==> src/rtl/alu_dispatcher.sv <==
// Issue-side ALU controller: accepts one operation, holds the ALU inputs for a
// per-class fixed latency, captures the answer and returns it with its tag.
module alu_dispatcher #(
  parameter int LAT_SIMPLE = 2,
  parameter int LAT_MUL    = 6,
  parameter int LAT_DIV    = 34,
  parameter int TAG_W      = 4
) (
  input  logic             clk,
  input  logic             rst,
  input  logic             req_valid,
  output logic             req_ready,
  input  logic [31:0]      req_op1,
  input  logic [31:0]      req_op2,
  input  logic [4:0]       req_opcode,
  input  logic [TAG_W-1:0] req_tag,
  output logic [31:0]      alu_operator_1,
  output logic [31:0]      alu_operator_2,
  output logic [4:0]       alu_opcode,
  input  logic [31:0]      alu_answer,
  output logic             rsp_valid,
  input  logic             rsp_ready,
  output logic [31:0]      rsp_data,
  output logic [TAG_W-1:0] rsp_tag,
  output logic             busy
);

  localparam int MAX_LAT = (LAT_DIV > LAT_MUL) ?
                           ((LAT_DIV > LAT_SIMPLE) ? LAT_DIV : LAT_SIMPLE) :
                           ((LAT_MUL > LAT_SIMPLE) ? LAT_MUL : LAT_SIMPLE);
  localparam int CNT_W   = (MAX_LAT > 1) ? $clog2(MAX_LAT) : 1;

  typedef enum logic [1:0] {IDLE, WAIT, DONE} state_t;

  state_t             state;
  logic [CNT_W-1:0]   count;
  logic [TAG_W-1:0]   tag_lat;

  // Counter preload: capture lands exactly LAT cycles after acceptance.
  function automatic logic [CNT_W-1:0] lat_load(input logic [4:0] op);
    if (op[4:2] == 3'b010)      return CNT_W'(LAT_MUL - 1);
    else if (op[4:2] == 3'b011) return CNT_W'(LAT_DIV - 1);
    else                        return CNT_W'(LAT_SIMPLE - 1);
  endfunction

  always_ff @(posedge clk) begin
    if (rst) begin
      state          <= IDLE;
      req_ready      <= 1'b1;
      rsp_valid      <= 1'b0;
      busy           <= 1'b0;
      rsp_data       <= '0;
      rsp_tag        <= '0;
      tag_lat        <= '0;
      alu_operator_1 <= '0;
      alu_operator_2 <= '0;
      alu_opcode     <= '0;
      count          <= '0;
    end else begin
      case (state)
        IDLE: begin
          if (req_valid && req_ready) begin
            alu_operator_1 <= req_op1;
            alu_operator_2 <= req_op2;
            alu_opcode     <= req_opcode;
            tag_lat        <= req_tag;
            count          <= lat_load(req_opcode);
            req_ready      <= 1'b0;
            busy           <= 1'b1;
            state          <= WAIT;
          end
        end
        WAIT: begin
          if (count != '0) begin
            count <= count - 1'b1;
          end else begin
            rsp_data  <= alu_answer;
            rsp_tag   <= tag_lat;
            rsp_valid <= 1'b1;
            state     <= DONE;
          end
        end
        DONE: begin
          // rsp_ready on the capture edge is ignored: valid is always seen for a cycle.
          if (rsp_valid && rsp_ready) begin
            rsp_valid <= 1'b0;
            req_ready <= 1'b1;
            busy      <= 1'b0;
            state     <= IDLE;
          end
        end
        default: begin
          state     <= IDLE;
          req_ready <= 1'b1;
          rsp_valid <= 1'b0;
          busy      <= 1'b0;
        end
      endcase
    end
  end

endmodule
==> config.mk <==
export PLATFORM = sky130hd
export DESIGN_NAME = alu_dispatcher
export DESIGN_NICKNAME = d
export VERILOG_FILES = /design/src/rtl/alu_dispatcher.sv
export SDC_FILE = /design/constraint.sdc
export NUM_CORES = 1
export LEC_CHECK = 0
export ABC_AREA = 1
export CAP_MARGIN = 10
export CORE_ASPECT_RATIO = 0.5
export CORE_UTILIZATION = 37
export DETAILED_ROUTE_END_ITERATION = 8
export PLACE_DENSITY = 0.77
export SLEW_MARGIN = 20
export SYNTH_ARGS = -nofsm -noshare
export SYNTH_HDL_FRONTEND = slang
export SYNTH_SLANG_ARGS = --single-unit
==> constraint.sdc <==
create_clock -name clk -period 1.68 [get_ports clk]
set_clock_uncertainty 0.2 [all_clocks]
set_input_delay 0.336 -clock clk [delete_from_list [all_inputs] [get_ports clk]]
set_output_delay 0.336 -clock clk [all_outputs]
set_load 0.1 [all_outputs]
Word-level counts from Yosys, hierarchy flattened
Index checks and enable logic that the tools add are counted.
Word-level totals
  register bits: 120
  latch bits: 0
  memory bits (writable): 0
  memory bits (read-only): 0
  output and inout bits: 108
  memories kept: 0
Operators by class
  add/sub/neg operators: 1
  multipliers: 0
  divide/modulo/power cells: 0
  $lt $le $gt $ge: 0
  eq/ne operators: 8
  shift-type cells: 0
  multiplexer cells: 17
  bitwise operators: 3
  reductions and logical operators: 11
Operators with widths (number)
  $mux 6: 4
  $pmux 6 s2: 1
  $reduce_and 3->1: 4
  $pmux 1 s3: 3
  $ne 2x2->1 const B: 4
  $eq 3x2->1 const B: 2
  $mux 2: 3
  $pmux 2 s3: 1
  $reduce_bool 6->1: 1
  $sub 6x1->6 const B: 1
  $mux 1: 5
  $reduce_and 2->1: 2
  $not 1->1: 3
  $eq 2x1->1 const B: 1
  $eq 2x2->1 const B: 1
  $logic_and 1x1->1: 2
  $logic_not 2->1: 1
  $reduce_bool 2->1: 1

Depth between registers and ports, before layout
  word-level depth: 5
  gate-level depth with buffers: 9
  gate-level depth less buffers: 8

Worst setup path after synthesis
No wires, ideal clock.
  path type: register to register
  start: register req_ready
  end: register alu_operator_2[3]
  arrival: 1.920 ns
  data required time: 1.362 ns
  slack: -0.558 ns
  stages on the path, launching flop included: 8
  clock period less this slack: 2.238 ns
  cells stage by stage: dfxtp_1 nand2_1 nor3_4 inv_2 buf_4 buf_4 nor2_1 nor2_1
On the way
  cells in the longest elaborated chain, start to end: 2
RTL lines
  start, declared: line 12  | output logic req_ready,
  start signal, assigned: line 49  | req_ready <= 1'b1;
  start signal, assigned: line 68  | req_ready <= 1'b0;
  start signal, assigned: line 87  | req_ready <= 1'b1;
  $logic_and 1x1->1: line 62  | if (req_valid && req_ready) begin
  $reduce_and 2->1 (no line)
  end signal, assigned: line 64  | alu_operator_2 <= req_op2;
  end, declared: line 18  | output logic [31:0] alu_operator_2,
No other way between the ends.
A chain may end at the register's enable or synchronous reset.

Worst setup path after layout
  start: input port req_valid
  end: register alu_operator_1[11]
On the way
  cells in the longest elaborated chain, start to end: 2
RTL lines
  start, declared: line 11  | input logic req_valid,
  $logic_and 1x1->1: line 62
  $reduce_and 2->1 (no line)
  end signal, assigned: line 63  | alu_operator_1 <= req_op1;
  end, declared: line 17  | output logic [31:0] alu_operator_1,
No other way between the ends.

==> flow_summary.ini <==
[outcome]
status = finished clean

[synthesis]
synth_cells = 562
synth-seq-cells = 120
yosysSeqAreaShare_pct = 53.6
synth_area_per_cell_um2 = 7.98
synth_cell_types = 27
ys.warnings.count = 0
synth_area_um2 = 4490
synth_nets = 673

[sta]
rsz0062_at_grt = yes
tightestPinTransition_ns = 0.300
hold_violations = 0
fin_crit_ns = 1.64
max_freq_ghz = 0.609
setup_viol = 0
finalMaxSlewViolations = 0
setup_slack_ns = 0.0369
setup_tns_ns = 0
min_period_over_period_pct = 97.8
max-slew-margin-rel_pct = 79.9

[final_layout]
utilization_pct = 76.0
fill_cells = 719
n_antenna_cell = 0
layout.nets = 898
seqCellArea_um2 = 2410
area_delta_synth_final_pct = 93.0
multiInputGateArea_um2 = 1830
post_route_cells_drive_above_1_share_pct = 26.1

[critical_path]
worstSetupStartpointType = input port
crit_cells = 6
critPathCaptureType = flop
critPathTopFamily = buffers and inverters
cp.arrival_ns = 1.78
endpoint = alu_operator_1[11]$_SDFFE_PP0P_
r2r-end = count[0]$_SDFFE_PP0P_
crit_start = req_valid
path_cells = clkdlybuf4s50_1 -> nand2_2 -> nor3_4 -> buf_4 -> o21ai_0 -> nor2_1
crit_path_top_delay_cell = clkdlybuf4s50_1
r2r.worst_path.cells = 8
critical_path.max_stage_delay_ns = 0.48
timing.rr.start = state[1]$_SDFFE_PP0P_
critPathKind = in2reg
critPathRequiredTime_ns = 1.82
rrSetupSlack_ns = 0.07
worst-path-buf-inv = 2
crit_fanout = 29

[floorplan]
chipHeight_um = 79.9
ioPinCount = 217
die_x_um = 158
dieArea_um2 = 12600
std_cell_rows = 27
start_util_pct = 39.4
core_area_um2 = 11400

[clocking]
cts-root-buf = clkbuf_16
cts_made_buffers = 17
cts_sinks = 120
cts_max_path_buffers = 2
clk_pin_slew_ns = 0.05
cts_hold_buf = 0
cts-htree-levels = 4
clkLatencyLatePin_ns = 0.41
cts_tree = done

[power_and_ir_drop]
p_leak_nw = 3.65
clkPwrFrac_pct = 16.8
switching_power_mw = 10.7
power_report.internal_total_mw = 10.5
pwr-share-comb_pct = 60.6
p_sw_share_pct = 50.4
p_seq_share_pct = 22.5
powerDensity_nw_per_um2 = 2440
max-vdd-ir-drop_v = 0.00133

[job]
max_cap_violations = 0

[global_routing]
antenna_found_initial = 0
grt_first_pass_wirelength_mm = 23.9
grt_pass1_vias = 4771
grt_max_degree = 56
overflow = 0
grt_usage_pct = 24.9

[place]
pre_cts_ws_ns = -0.332
port_buffers = 216
dp_hpwl_mm = 10.3
gp_congestion = 0.807

[routing]
route.detailed.drc = 0
drt_iter0_markers = 346
vias = 4736
avgRoutedWirePerCell_um = 16.8
antenna_left = 0
routed_wirelength_mm = 16.1
drtPass1Iterations = 5
viasPerCell = 4.94

[min_path]
hp-class = reg2reg
==> cells in the final DEF (no fill, tap or decap), types with 9 or more instances in the layout <==
| cell | synthesis | routed |
|---|---|---|
| dfxtp_1 | 120 | 117 |
| nor2_2 | 30 | 30 |
| clkbuf_16 | 0 | 19 |
| nand3_1 | 9 | 9 |
| clkdlybuf4s50_1 | 0 | 108 |
| o21ai_1 | 22 | 32 |
| buf_12 | 0 | 115 |
| nor2_1 | 200 | 199 |
| o21ai_0 | 90 | 80 |
| buf_4 | 7 | 12 |
| nand2_1 | 21 | 20 |
==> flip-flops by register name, indices dropped and copies added (netlist names) <==
register and count:
tag_lat 4, busy 1, rsp_valid 1, rsp_data 32, rsp_tag 4, alu_operator_2 32
req_ready 1, count 6, alu_operator_1 32, alu_opcode 5, state 2
==> repair_timing <==
| action | 4_1_cts | 5_1_grt |
|---|---|---|
| setup endpoints to repair | 0 | 27 |
| buffers inserted | 0 | 2 |
| resized for setup | 0 | 24 |
| hold endpoints to repair | 0 | 0 |
==> cell families after synthesis <==
logic type,count (synthesis),share of synthesized area (%)
DFF,120,53.6
buffers and inverters,49,6.44
adders and majority gates,2,0.558
AOI/OAI and AO/OA,122,13.9
xor gates and xnor gates,1,0.195
and+or+nand+nor,268,25.3
==> power groups by stage <==
stage                     sequential [mW]  combinational [mW]  clock, mW
after global routing                 4.86                13.3       3.74
after CTS                            4.74                12.5       3.60
after detailed placement             4.77                12.4          0
after global placement               4.72                12.2          0
after floorplan                      10.2                2.06          0
final                                4.76                12.8       3.56
==> area by class of cell <==
class | count | share of cell area (%)
clock buffer | 24 | 5.57
clock inverter | 8 | 1.10
inverter | 13 | 0.737
multi-input combinational | 393 | 21.1
sequential | 120 | 27.8
tap | 159 | 2.30
timing repair buffer | 240 | 41.1
timing repair inverter | 2 | 0.202
==> cells in the mapped netlist (all sizes together) <==
library cell / number / share of area (%)
nor3: 1 / 0.36
dfxtp: 120 / 54
nand3: 10 / 1.2
a21oi: 9 / 1.3
inv: 13 / 1.3
buf: 24 / 4.1
o211ai: 1 / 0.17
nand2: 23 / 2.1
ha: 2 / 0.56
clkbuf: 12 / 1.1
o21ai: 112 / 12
nand4: 3 / 0.42
xnor2: 1 / 0.20
nor2: 231 / 21
==> per-stage QoR <==
step                hold slack (ns)  power [mW]  cell area (um2)  instances
floorplan                     0.249        12.3             4490        562
global placement              0.261        17.0             7930        920
detailed placement            0.279        17.2             7930        920
CTS                           0.294        20.8             8510        952
global route                  0.305        21.9             8660        959
finish                        0.296        21.1             8660        959
==> worst min path at each step <==
stage                                       start                      end  slack, ns  depth (start not counted)
after floorplan           tag_lat[3]$_SDFFE_PP0P_  rsp_tag[3]$_SDFFE_PP0P_       0.25                          2
after CTS                 tag_lat[2]$_SDFFE_PP0P_  rsp_tag[2]$_SDFFE_PP0P_       0.29                          2
after detailed placement  tag_lat[2]$_SDFFE_PP0P_  rsp_tag[2]$_SDFFE_PP0P_       0.28                          2
after global routing      tag_lat[3]$_SDFFE_PP0P_  rsp_tag[3]$_SDFFE_PP0P_       0.30                          2
after global placement    tag_lat[3]$_SDFFE_PP0P_  rsp_tag[3]$_SDFFE_PP0P_       0.26                          2
final                     tag_lat[2]$_SDFFE_PP0P_  rsp_tag[2]$_SDFFE_PP0P_       0.30                          2
==> metal layers <==
metal  part of all wire (%)  up-vias  track usage [%]  routed length, um
li1                       -     2264                -                  -
met1                     40     2246             27.2               6510
met2                     50      171             43.4               8010
met3                    5.7       55             7.60                916
met4                    4.4        0             14.5                706
met5                      0        -                0                  0
==> worst min-delay path: cells and delay by family, from the launching register on <==
| family | cells | cell delay, ns |
|---|---|---|
| flops | 1 | 0.33 |
| simple gates | 2 | 0.14 |
No activity file was read; power rests on OpenSTA's default activity.
